### src/rtl/display_pkg.sv
// display_pkg: shared types and helpers for the BCD display formatter.
package display_pkg;

    typedef enum logic [1:0] {IDLE, SHIFT, FINISH} state_t;

    typedef logic [3:0] bcd_digit_t;

    localparam bcd_digit_t BLANK_DIGIT = 4'h0;

    // Decimal digits needed to hold any WIDTH-bit magnitude.
    function automatic int calc_ni(input int w);
        return (w * 3) / 10 + 1;
    endfunction

endpackage

### src/rtl/bcd_add3.sv
// bcd_add3: double-dabble correction cell, adds 3 to a digit that is 5 or more.
module bcd_add3
    import display_pkg::*;
(
    input  bcd_digit_t i_digit,
    output bcd_digit_t o_digit
);

    assign o_digit = (i_digit >= 4'd5) ? i_digit + 4'd3 : i_digit;

endmodule

### src/rtl/bcd_display_formatter.sv
// bcd_display_formatter: serial signed binary to BCD converter with blank/minus/overflow formatting.
// Optional HEX_MODE_EN adds i_hex_mode for raw hexadecimal display without conversion.
module bcd_display_formatter
    import display_pkg::*;
#(
    parameter int WIDTH  = 16,
    parameter int DIGITS = 6
) (
    input  logic                i_clk,
    input  logic                i_rst_n,
    input  logic                i_start,
    input  logic [WIDTH-1:0]    i_value,
`ifdef HEX_MODE_EN
    input  logic                i_hex_mode,
`endif
    output logic                o_busy,
    output logic                o_done,
    output logic [4*DIGITS-1:0] o_bcd,
    output logic [DIGITS-1:0]   o_blank,
    output logic [DIGITS-1:0]   o_minus,
    output logic                o_err
);

    localparam int NI = calc_ni(WIDTH);
    localparam int CW = $clog2(WIDTH);

    state_t                  r_state, w_next;
    logic [CW-1:0]           r_cnt;
    logic                    r_sign;
    logic [WIDTH-1:0]        r_mag;
    logic [4*NI-1:0]         r_bcd, w_adj, w_shifted, w_src;
    logic [4*(NI+DIGITS)-1:0] w_ext;
    logic                    w_hex, w_load, w_sign, w_err;
    logic [4*DIGITS-1:0]     w_bcd;
    logic [DIGITS-1:0]       w_blank, w_minus;
    int                      w_sig;
    logic [4*DIGITS-1:0]     r_obcd;
    logic [DIGITS-1:0]       r_blank, r_minus;
    logic                    r_err, r_done;

`ifdef HEX_MODE_EN
    assign w_hex = i_hex_mode;
`else
    assign w_hex = 1'b0;
`endif

    genvar g;
    generate
        for (g = 0; g < NI; g++) begin : g_add3
            bcd_add3 u_add3 (.i_digit(r_bcd[4*g +: 4]), .o_digit(w_adj[4*g +: 4]));
        end
    endgenerate

    assign w_shifted = {w_adj[4*NI-2:0], r_mag[WIDTH-1]};

    always_comb begin
        w_next = r_state;
        case (r_state)
            IDLE:    w_next = i_start ? (w_hex ? FINISH : SHIFT) : IDLE;
            SHIFT:   w_next = (r_cnt == '0) ? FINISH : SHIFT;
            default: w_next = IDLE;
        endcase
    end

    // Outputs are captured on the edge entering FINISH so they are valid alongside DONE.
    assign w_load = (r_state == IDLE && i_start && w_hex) || (r_state == SHIFT && r_cnt == '0);
    assign w_src  = (r_state == IDLE) ? (4*NI)'(i_value) : w_shifted;
    assign w_sign = (r_state == IDLE) ? 1'b0 : r_sign;
    assign w_ext  = (4*(NI+DIGITS))'(w_src);

    always_comb begin
        w_sig   = 1;
        w_blank = '0;
        w_minus = '0;
        for (int i = 0; i < NI; i++)
            if (w_src[4*i +: 4] != 4'h0) w_sig = i + 1;
        w_err = (w_sig > DIGITS) || (w_sign && w_sig > DIGITS - 1);
        for (int i = 0; i < DIGITS; i++) begin
            w_blank[i] = w_err || (i != 0 && i >= w_sig);
            w_minus[i] = !w_err && w_sign && i == w_sig;
        end
        w_bcd = w_err ? {DIGITS{BLANK_DIGIT}} : w_ext[4*DIGITS-1:0];
    end

    always_ff @(posedge i_clk or negedge i_rst_n) begin
        if (!i_rst_n) begin
            r_state <= IDLE;
            r_cnt   <= '0;
            r_sign  <= 1'b0;
            r_mag   <= '0;
            r_bcd   <= '0;
        end else begin
            r_state <= w_next;
            if (r_state == IDLE && i_start) begin
                r_sign <= i_value[WIDTH-1];
                r_mag  <= i_value[WIDTH-1] ? -i_value : i_value;
                r_bcd  <= {NI{BLANK_DIGIT}};
                r_cnt  <= CW'(WIDTH - 1);
            end else if (r_state == SHIFT) begin
                r_bcd <= w_shifted;
                r_mag <= {r_mag[WIDTH-2:0], 1'b0};
                r_cnt <= r_cnt - 1'b1;
            end
        end
    end

    always_ff @(posedge i_clk or negedge i_rst_n) begin
        if (!i_rst_n) begin
            r_obcd  <= '0;
            r_blank <= {{(DIGITS-1){1'b1}}, 1'b0};
            r_minus <= '0;
            r_err   <= 1'b0;
            r_done  <= 1'b0;
        end else begin
            r_done <= w_load;
            if (w_load) begin
                r_obcd  <= w_bcd;
                r_blank <= w_blank;
                r_minus <= w_minus;
                r_err   <= w_err;
            end
        end
    end

    assign o_busy  = (r_state != IDLE);
    assign o_done  = r_done;
    assign o_bcd   = r_obcd;
    assign o_blank = r_blank;
    assign o_minus = r_minus;
    assign o_err   = r_err;

endmodule
### config.mk
export PLATFORM = sky130hd
export DESIGN_NAME = bcd_display_formatter
export DESIGN_NICKNAME = d
export VERILOG_FILES = /design/src/rtl/display_pkg.sv /design/src/rtl/bcd_add3.sv /design/src/rtl/bcd_display_formatter.sv
export SDC_FILE = /design/constraint.sdc
export NUM_CORES = 1
export LEC_CHECK = 0
export BUFFER_PORTS_ARGS = -buffer_cell sky130_fd_sc_hd__clkbuf_2
export CAP_MARGIN = 10
export CORE_MARGIN = 10
export CORE_UTILIZATION = 55
export CTS_CLUSTER_SIZE = 14
export DETAILED_ROUTE_END_ITERATION = 7
export GPL_TIMING_DRIVEN = 0
export HOLD_SLACK_MARGIN = 0.1
export PLACE_DENSITY = 0.77
export SYNTH_ARGS = -nofsm -noshare
export SYNTH_HDL_FRONTEND = slang
export SYNTH_SLANG_ARGS = --single-unit
export TNS_END_PERCENT = 10
### constraint.sdc
create_clock -name i_clk -period 3.9 [get_ports i_clk]
set_input_delay 0.585 -clock i_clk [delete_from_list [all_inputs] [get_ports i_clk]]
set_output_delay 0.585 -clock i_clk [all_outputs]
set_load 0.01 [all_outputs]
Yosys cells after proc, flatten, opt, wreduce, memory -nomap -nowiden --
Cells that the tools add are included.
Word-level totals: output and inout bits 39, word-level logic and storage cells 83, register bits after elaboration 81
Operators by class: reductions and logical operators 26, muxes and demuxes 22, equality and inequality tests 6, magnitude comparators 12, add/sub/neg operators 7
Operator list (count):
- 2-to-1 mux 20 bit | 4
- >= comparator 3 x 32 -> 1 bit (first input constant) | 2
- greater-than comparator 32 x 4 -> 1 bit (second input constant) | 2
- 2-to-1 mux 16 bit | 3
- equality test 2 x 32 -> 1 bit (first input constant) | 1
- equality test 3 x 32 -> 1 bit (first input constant) | 1
- >= comparator 2 x 32 -> 1 bit (first input constant) | 1
- logical NOT 32 bit | 1
- 2-to-1 mux 4 bit | 6
- >= comparator 4 x 3 -> 1 bit (second input constant) | 5
- adder 4 x 2 -> 4 bit (second input constant) | 4
- negator 16 bit | 1
- nonzero test 4 bit | 4
- logical AND 1 bit | 10
- 2-to-1 mux 3 bit | 3
- equality test 3 bit (first input constant) | 2
- >= comparator 3 bit (first input constant) | 2
- logical OR 1 bit | 6
- 2-to-1 mux 2 bit | 3
- logical NOT 4 bit | 1
- one-hot mux 2 bit (2 select lines) | 1
- nonzero test 2 bit | 2
- subtractor 4 x 1 -> 4 bit (second input constant) | 1
- adder 3 x 2 -> 3 bit (second input constant) | 1
- other kinds (5) | 6

Logic depth before layout (Yosys ltp) --
Gate-level depths: netlist of run 1.
depth after elaboration 14, depth in mapped cells 8, depth with buffers taken out 8

Hierarchy --
From an unflattened synthesis of run 1, not the netlist that was laid out.
Second synthesis, totals: cells, all modules 462, area, all modules 3986.3 um^2
Modules (own cells, without submodules):
- bcd_display_formatter | cells each 382, area an instance 3479.6 um^2, times used 1, sequential area each 1908.1 um^2
- bcd_add3 | cells each 16, area an instance 101.3 um^2, times used 5, sequential area each 0.0 um^2

Least setup slack after synthesis of run 1 --
OpenSTA, ideal clock, no wires.
path kind input -> register, start point in i_value[4], end point reg r_mag[11], buffers on the path 0, setup slack 1.901 ns, arrival time 1.869 ns, data required time 3.771 ns, stages on the path 6, path through or4_4 > nor3_4 > nand3_2 > o41ai_2 > xor2_1 > o21ai_1
Between the ends: longest elaborated chain between the ends 3
Ends and longest elaborated chain:
- start, declared | RTL line bcd_display_formatter.sv:12 | input logic [WIDTH-1:0] i_value,
- negator 16 bit | RTL line bcd_display_formatter.sv:96 | r_mag <= i_value[WIDTH-1] ? -i_value : i_value;
- 2-to-1 mux 16 bit | RTL line bcd_display_formatter.sv:96
- 2-to-1 mux 16 bit | RTL line bcd_display_formatter.sv:94 | if (r_state == IDLE && i_start) begin
- end signal, assigned | RTL line bcd_display_formatter.sv:96
- end signal, assigned | RTL line bcd_display_formatter.sv:101 | r_mag <= {r_mag[WIDTH-2:0], 1'b0};
- end, declared | RTL line bcd_display_formatter.sv:30 | logic [WIDTH-1:0] r_mag;
Every way passes these cells. A chain may end at the register's enable or synchronous reset.

Final worst setup path of run 1 --
start point reg r_bcd[0], end point reg r_minus[2] (netlist: o_minus[2])
Between the ends: longest elaborated chain between the ends 14
Ends and longest elaborated chain:
- start, declared | RTL line bcd_display_formatter.sv:31 | logic [4*NI-1:0] r_bcd, w_adj, w_shifted, w_src;
- start signal, assigned | RTL line bcd_display_formatter.sv:97 | r_bcd <= {NI{BLANK_DIGIT}};
- start signal, assigned | RTL line bcd_display_formatter.sv:100 | r_bcd <= w_shifted;
- adder 4 x 2 -> 4 bit / >= comparator 4 x 3 -> 1 bit (equally long branches) | RTL line bcd_add3.sv:9 | assign o_digit = (i_digit >= 4'd5) ? i_digit + 4'd3 : i_digit;
- 2-to-1 mux 4 bit * | RTL line bcd_add3.sv:9
- 2-to-1 mux 20 bit * | RTL line bcd_display_formatter.sv:67 | assign w_src = (r_state == IDLE) ? (4*NI)'(i_value) : w_shifted;
- nonzero test 4 bit * | RTL line bcd_display_formatter.sv:76 | if (w_src[4*i +: 4] != 4'h0) w_sig = i + 1;
- 2-to-1 mux 2 bit * (2 in series) | RTL line bcd_display_formatter.sv:76
- 2-to-1 mux 3 bit * (2 in series) | RTL line bcd_display_formatter.sv:76
- greater-than comparator 32 x 4 -> 1 bit | RTL line bcd_display_formatter.sv:77 | w_err = (w_sig > DIGITS) || (w_sign && w_sig > DIGITS - 1);
- logical AND 1 bit | RTL line bcd_display_formatter.sv:77
- logical OR 1 bit | RTL line bcd_display_formatter.sv:77
- logical NOT 1 bit | RTL line bcd_display_formatter.sv:80 | w_minus[i] = !w_err && w_sign && i == w_sig;
- logical AND 1 bit | RTL line bcd_display_formatter.sv:80
- logical AND 1 bit * | RTL line bcd_display_formatter.sv:80
- end signal, assigned | RTL line bcd_display_formatter.sv:119 | r_minus <= w_minus;
- end, declared | RTL line bcd_display_formatter.sv:38 | logic [DIGITS-1:0] r_blank, r_minus;
Every way passes the cells marked *; elsewhere a longest branch is shown, timed or not.

==> results of run 1 <==
-- path summary, 6_finish.rpt --
path	slack (ps)	start	endpoint	depth (start not counted)
min	240	i_rst_n	r_state[0]	1
max	1610	r_bcd[0]	o_minus[2]	8
max in group asynchronous	3070	i_rst_n	r_mag[4]	2
min reg2reg	460	o_blank[3]	o_blank[3]	2
max reg2reg	1610	r_bcd[0]	o_minus[2]	8
min in group i_clk	460	o_blank[3]	o_blank[3]	2
-- sequential cells by signal, indices dropped and copies added, names as in the netlist --
register and flops:
o_bcd 20, o_done 1, r_mag 16, r_sign 1, r_state 2, o_minus 6
r_cnt 4, r_bcd 20, o_blank 6
-- metal layers --
layer	GRT usage (%)	vias up	routed length, µm
li1	-	1589	-
met5	0	-	0
met4	7.84	0	177
met2	30.5	85	4980
met1	23.3	1645	4350
met3	3.93	13	660
-- logic make-up after synthesis --
logic type      synth area share [%]
compound gates                  18.2
xor+xnor                        3.31
fa+ha+maj                       3.78
buf+inv                         4.63
flops                           48.1
mux                             4.82
other cells                   0.0945
simple gates                    17.1
-- power by group --
group          switching [mW]  internal, mW
registers               0.233          1.10
clock network           0.289         0.413
logic                    1.05         0.673
total                    1.58          2.18
-- per-stage QoR --
stage          hold WS [ps]  setup WS (ps)  util (%)  cell area (µm²)
3_5_place_dp            448           1600      63.5             4380
5_1_grt                 279           1390      66.9             4620
3_3_place_gp            443           1530      63.2             4360
6_report                245           1610      66.9             4620
2_1_floorplan           289           1900         -             3980
4_1_cts                 257           1600      66.9             4620
-- critical path, delay by kind of cell, from the launching register on --
family	cells	cell delay [ps]
buf+inv	1	140
compound gates	3	770
simple gates	3	660
flops	1	410
fa+ha+maj	1	220
-- cell usage after synthesis (all sizes together), types with 4 or more instances --
cell type	n
a31oi	4
buf	8
a32o	4
o21ai	63
xor2	8
a22o	5
dfrtp	71
and2	6
nor2b	9
nand3	18
mux2	9
nor2	14
a22oi	10
mux2i	9
xnor2	7
o31ai	6
nand2	49
a21oi	11
inv	18
nor4	4
or3b	4
nand2b	6
and3	4
dfstp	5
ha	12
nor3	13
clkbuf	17
-- placed cells by master (no fill, tap or decap), drive strengths merged, types with 9 or more instances in the layout --
master  instances
a21oi          11
a22oi          10
buf             9
clkbuf         82
dfrtp          71
ha             12
inv            18
mux2            9
mux2i           9
nand2          49
nand3          18
nor2           14
nor2b           9
nor3           13
o21ai          63
-- layout make-up --
type                            count  area (µm²)  area share (%)
Buffer                             25         116            2.52
Clock buffer                       13         169            3.66
Clock inverter                      3        67.6            1.46
Inverter                           18        67.6            1.46
Multi-Input combinational cell    298        1890            40.9
Sequential cell                    76        1910            41.3
Tap cell                           96         120            2.60
Timing Repair Buffer               53         283            6.12
==> results.env, run 1 <==
SYNTH.TOP_CELLS.BY_AREA='dfrtp_1, o21ai_0, nand2_1'
STATUS='complete, no violations'
DRC=0
CRITPATHKIND='flip-flop to flip-flop'
SYNTHARSTFLOPSHARE_PCT=100
CLKTRANSATPATHREGS_PS=80
FIN_WORST_SKEW_PS=10.2
DIEHEIGHT_UM=105
DIE-AREA_UM2=11000
POWER.STATIC_LEAKAGE_nW=2.13
CTS-HOLD-FIX-BUFFERS=0
CTS_BUFFER_DEPTH=2
SYNTH-SEQ-AREA-SHARE_PCT=48.1
FINAL_MIN_PERIOD_OVER_CLOCK_PERIOD_PCT=58.7
WORST_IR_DROP_VDD_uV=485
SYN2LAYOUT_AREA_GROWTH_PCT=16.4
P_PER_AREA_nW_PER_UM2=814
FINALWIRELENGTH_UM=10200
ROUTED-VIA-COUNT=3332
SETUP_VIOL=0
CTS_MAX_LEVEL=3
TIMING.SETUP.TNS_PS=0
FLOORPLAN.INITIALDENSITY_PCT=57.5
SYNTHCELLS=414
FINAL_LAYOUT_NET_COUNT=512
TIGHTEST_SLEW_PS=774
TRITONCTS='done'
INSERTION_DELAY_PS=350
SYNTH.CELL_AREA_UM2=3970
CP_SLOWEST_CELL='dfrtp_1'
START_KIND='flip-flop'
DRIVE_ABOVE_1_SHARE_PCT=21.0
GROUTE.USAGE.OVERALL_PCT=18.7
AVGSYNTHCELLAREA_UM2=9.59
WL_PER_CELL_UM=17.5
VIASPERCELL=5.73
RSZ0062_AT_GRT='no'
WORSTPATHREQUIRED_PS=4150
NETLIST-CELL-TYPE-COUNT=52
FIN_CRIT_PS=2290
N_ANTENNA_CELL=0
HOLD_PATH_CLASS='input pin to asynchronous set/reset pin'
FINAL-INSTANCE-COUNT-EXCL-FILL=582
SLEW_VIOLATIONS=0
ROW_COUNT=30
DRT_PRE_ANTENNA_ITERS=5
ANTENNA_VIOLATING_NETS_POST_ROUTE=0
SLEW_HEADROOM_PCT=48.2
SYNTH_TOP_AREA_SHARE_PCT=44.8
ROOT_BUFFER='clkbuf_8'
GLOBALPLACE.CONGESTION=0.894
FIRST_GLOBAL_VIAS=3364
FLOORPLAN.DIE.WIDTH_UM=105
CRITICAL_PATH.MAX_STAGE_DELAY_PS=410
DRV.MAX_CAP_VIOLATION_COUNT=0
LARGEST_NET_DEGREE_AT_THE_START_OF_GLOBAL_ROUTING=40
YOSYSWARNINGCOUNT=0
TRITONCTS_NUM_SINKS=76
WORST_EP_ARRIVAL_TIME_PS=2540
PREVAILING_POST_SYNTH_REGISTER_CELL='dfrtp_1'
PIN_COUNT=58
SYNTH-EDFF-COUNT=0
PLACEDCELLCOUNT=566
FINALHOLDVIOLCOUNT=0
FILL_CELLS=593
GRT_ANTENNA_BEFORE_REPAIR=0
MAX_FREQ_MHz=437
CORE-AREA_UM2=6910
BUFFER_PORTS.INSERTED=52
CTS-BUFFERS-INSERTED=9
WORSTSETUPENDPOINTTYPE='flip-flop'
PATH_CELLS='inv_1, ha_1, nor2b_1, nor4_1, a211oi_1, o211ai_1, or3_1, a32o_1'
WIRE_LENGTH_OF_THE_FIRST_GLOBAL_ROUTING_PASS_UM=16900
SYNTH_TOP_AREA_CELL='dfrtp_1'
WORST-PATH-MAX-FANOUT=4
POST_DP_HPWL_UM=7570
POSTCTSSETUPREPAIRBUFS=0
GRT-OVFL-TOTAL=0
SYNTH.FF_LATCH_COUNT=76
POST_CTS_RESIZE_COUNT=0
DRT-INITIAL-DRC-COUNT=237
P_TOTAL_mW=3.76
No activity file was read; power rests on OpenSTA's default activity.
==> inputs of run 2 (changes only) <==
- ABC_AREA: unset -> 1
- clock period: 3.9 -> 2.2 ns (I/O delays scaled with it)
==> run 2 against run 1 <==
  * Via count increased by 12%
  * Clock power increased by 71%
  * Sequential cell count unchanged
  * Cell count increased by 16%
  * Global-route usage increased by 0.62 points
  * Sequential share of layout area decreased by 1.2 points
  * First-iteration DRC count decreased by 2.1%
  * Combinational power increased by 100%
  * Utilization decreased by 1.2 points
  * Critical path type unchanged
  * Critical endpoint is now o_blank[1]
  * Largest power group unchanged
  * Highest routed layer unchanged
==> results.env, run 2 <==
GROUTE.USAGE.OVERALL_PCT=19.3  # +0.62 points
FINALWIRELENGTH_UM=10500  # +3.5%
PATH_CELLS='inv_1, ha_1, inv_1, nand2_1, nand2_1, nand2_1, xor2_1, nor2_1, nor2_1, nand3_1, o21ai_1'
POWER.STATIC_LEAKAGE_nW=2.41  # +13%
STATUS='complete, no violations'
POSTLAYOUTCELLAREA_UM2=4760  # +3.1%
FINAL_LAYOUT_NET_COUNT=605  # +18%
FINAL_MIN_PERIOD_OVER_CLOCK_PERIOD_PCT=90.8  # +32 points
SEQ_POWER_SHARE_PCT=32.7  # -2.7 points
HIGHEST-SIGNAL-LAYER='met4'
BUFFER_PORTS.INSERTED=53  # +1.9%
SYNTHARSTFLOPSHARE_PCT=100  # unchanged
P_SW_SHARE_PCT=45.0  # +3.1 points
CORE-AREA_UM2=7250  # +5.0%
WL_MET1_UM=4590  # +5.4%
N_ANTENNA_CELL=0  # unchanged
P_PER_AREA_nW_PER_UM2=1470  # +80%
FLOORPLAN.DIE.WIDTH_UM=106  # +1.4%
TRITONCTS='done'
GRT_ANTENNA_BEFORE_REPAIR=0  # unchanged
CTS-BUFFERS-INSERTED=9  # unchanged
PREVAILING_POST_SYNTH_REGISTER_CELL='dfrtp_1'
CRITPATHKIND='flip-flop to flip-flop'
CTS_BUFFER_DEPTH=2  # unchanged
SLEW_VIOLATIONS=0  # unchanged
WORST_R2R_PATH_DEPTH=11  # +3
WORST_PATH_DOMINANT_CELL_FAMILY='simple AND/OR/NAND/NOR gates'
SYNTH-SEQ-AREA-SHARE_PCT=46.5  # -1.6 points
SYNTH.TOP_CELLS.BY_AREA='dfrtp_1, nand2_1, inv_1'
FIRST_GLOBAL_VIAS=3616  # +7.5%
NETLIST-CELL-TYPE-COUNT=41  # -21%
NETSWITCHINGPOWER_mW=3.15  # +100%
WORST_R2R_ENDPOINT='o_blank[1]'
TIMING.SETUP.TNS_PS=0  # unchanged
POST_SYNTH_MOST_FREQUENT_CELLS='nand2_1, dfrtp_1, inv_1'
GLOBALPLACE.CONGESTION=0.939  # +5.1%
AVGSYNTHCELLAREA_UM2=8.13  # -15%
FINISH.UTILIZATION_PCT=65.7  # -1.2 points
WORSTPATHREQUIRED_PS=2500  # -1650 ps
DRT_PRE_ANTENNA_ITERS=5  # unchanged
DRIVE_ABOVE_1_SHARE_PCT=19.3  # -1.6 points
WORST_IR_DROP_VDD_uV=611  # +26%
WHS_PATH_DEPTH=3
TIGHTEST_SLEW_PS=570  # -205 ps
START_KIND='flip-flop'
CLKTRANSATPATHREGS_PS=80  # about the same
PIN_COUNT=58  # unchanged
FINALHOLDVIOLCOUNT=0  # unchanged
SYNTH-EDFF-COUNT=0  # unchanged
CTS_MAX_LEVEL=3  # unchanged
ROW_COUNT=31  # +3.3%
HOLD_PATH_CLASS='input pin to flip-flop'
WORST_SETUP_PATH_ENDPOINT='o_blank[1]'
POST_DP_HPWL_UM=8140  # +7.5%
DRV.MAX_CAP_VIOLATION_COUNT=0  # unchanged
PLACEMENT.CELL_AREA_UM2=4530  # +3.3%
TRITONCTS_NUM_SINKS=76  # unchanged
DR_WL_MET2_UM=4950  # -0.62%
POSTCTSSETUPREPAIRBUFS=0  # unchanged
FIN_WORST_SKEW_PS=9.43  # -0.768 ps
LOGIC_DEPTH_OF_THE_WORST_SETUP_PATH_INCLUDING_BUFFERS=11  # +3
CRITICAL_PATH.MAX_STAGE_DELAY_PS=370  # -40 ps
ANTENNA_VIOLATING_NETS_POST_ROUTE=0  # unchanged
YOSYSWARNINGCOUNT=0  # unchanged
SETUP_VIOL=0  # unchanged
SYNTH.CELL_AREA_UM2=4100  # +3.4%
DRT-INITIAL-DRC-COUNT=232  # -2.1%
INSERTION_DELAY_PS=360  # about the same
WORST-PATH-MAX-FANOUT=4  # unchanged
VIASPERCELL=5.49  # -4.2%
ROUTED-WL-MET3_UM=774  # +17%
P_INT_mW=3.84  # +76%
GRT-OVFL-TOTAL=0  # unchanged
LAYOUT_COMMON_CELLS='nand2_1, dfrtp_1, clkbuf_2'
ROOT_BUFFER='clkbuf_8'
SYNTH_TOP_AREA_SHARE_PCT=43.3  # -1.5 points
FIN_CRIT_PS=2000  # -290 ps
CP_SLOWEST_CELL='xor2_1'
DRC=0  # unchanged
PATH_BUF_INV=2  # +1
DIEHEIGHT_UM=106  # +1.4%
MAX_FREQ_MHz=500  # +15%
CRITPATHLAUNCH='r_bcd[17]'
WORST_EP_ARRIVAL_TIME_PS=2290  # -250 ps
R2R-START='r_bcd[17]'
WL_PER_CELL_UM=15.5  # -11%
SYNTH.FF_LATCH_COUNT=76  # unchanged
DIE-AREA_UM2=11300  # +2.7%
SYNTH_TOP_AREA_CELL='dfrtp_1'
MOSTFREQUENTLAYOUTCELL='nand2_1'
CLOCK_POWER_SHARE_PCT=17.1  # -1.6 points
ROUTED-VIA-COUNT=3719  # +12%
SYN2LAYOUT_AREA_GROWTH_PCT=16.0
SYNTHCELLS=505  # +22%
REG2REG_SETUP_SLACK_PS=200  # -1410 ps
WIRE_LENGTH_OF_THE_FIRST_GLOBAL_ROUTING_PASS_UM=17800  # +5.1%
CRITICAL_PATH.MOST_COMMON_CELL='nand2_1'
SYNTHMOSTINSTANTIATEDCELL='nand2_1'
LARGEST_NET_DEGREE_AT_THE_START_OF_GLOBAL_ROUTING=43  # +7.5%
PWR-SHARE-COMB_PCT=50.1  # +4.2 points
WORSTSETUPENDPOINTTYPE='flip-flop'
FLOORPLAN.INITIALDENSITY_PCT=56.6  # -0.90 points
SLEW_HEADROOM_PCT=62.0  # +14 points
RSZ0062_AT_GRT='no'
-- run 2: per-stage QoR --
step / power (mW) / hold WS, ps / worst slack, ps / cells
5_1_grt: 7.61 / 291 / 24.7 / 678
3_3_place_gp: 5.61 / 458 / 98.8 / 660
3_5_place_dp: 5.77 / 349 / 220 / 661
2_1_floorplan: 4.74 / 34.4 / 565 / 508
4_1_cts: 6.99 / 261 / 186 / 678
6_report: 6.99 / 263 / 202 / 678
-- run 2: worst reg2reg max path, stage by stage, from the launching register on --
cell and delay, ps:
dfrtp_1 360, inv_1 120, ha_1 160, inv_1 40
nand2_1 40, nand2_1 70, nand2_1 100, xor2_1 370
nor2_1 80, nor2_1 240, nand3_1 170, o21ai_1 170
-- run 2: kinds of logic after synthesis --
group	Yosys count	share of synthesized area, %
DFF	76	46.5
adders and majority gates	12	3.66
buffers and inverters	82	8.78
other	1	0.0914
xor gates and xnor gates	9	1.92
AOI/OAI and AO/OA	108	15.4
and+or+nand+nor	217	23.6
-- run 2: worst min path at each step --
stage / startpoint / to / slack [ps]
after floorplan: i_rst_n / o_bcd[0] / 30
after global placement: o_blank[3] / o_blank[3] / 460
after detailed placement: i_rst_n / r_bcd[16] / 350
after CTS: i_value[0] / o_bcd[0] / 260
after global routing: i_value[0] / o_bcd[0] / 290
final: i_value[10] / o_bcd[10] / 260
-- run 2: final cells by class --
cell class | count | area (µm²)
Inverter | 59 | 226
Clock buffer | 10 | 138
Sequential cell | 76 | 1910
Clock inverter | 6 | 87.6
Timing Repair Buffer | 55 | 298
Fill cell | 657 | 2490
Multi-Input combinational cell | 350 | 1850
Tap cell | 99 | 124
Buffer | 23 | 134
-- run 2: repair_timing --
item | in CTS | in global routing
hold buffers | 1 | 0
resized for setup | 0 | 0
endpoints found under the hold margin | 29 | 0
setup endpoints to repair | 0 | 0
-- run 2: routing by layer --
layer,vias to the layer above,global-route usage (%)
met3,23,3.93
met4,0,7.93
met5,-,0
met2,139,31.1
li1,1800,-
met1,1757,24.6
-- run 2: power by group through the flow --
stage,logic [mW],clock network [mW],registers [mW]
after global placement,3.32,0,2.29
after floorplan,2.42,0,2.31
after CTS,3.49,1.22,2.28
after detailed placement,3.47,0,2.30
after global routing,3.98,1.28,2.35
final,3.51,1.20,2.29
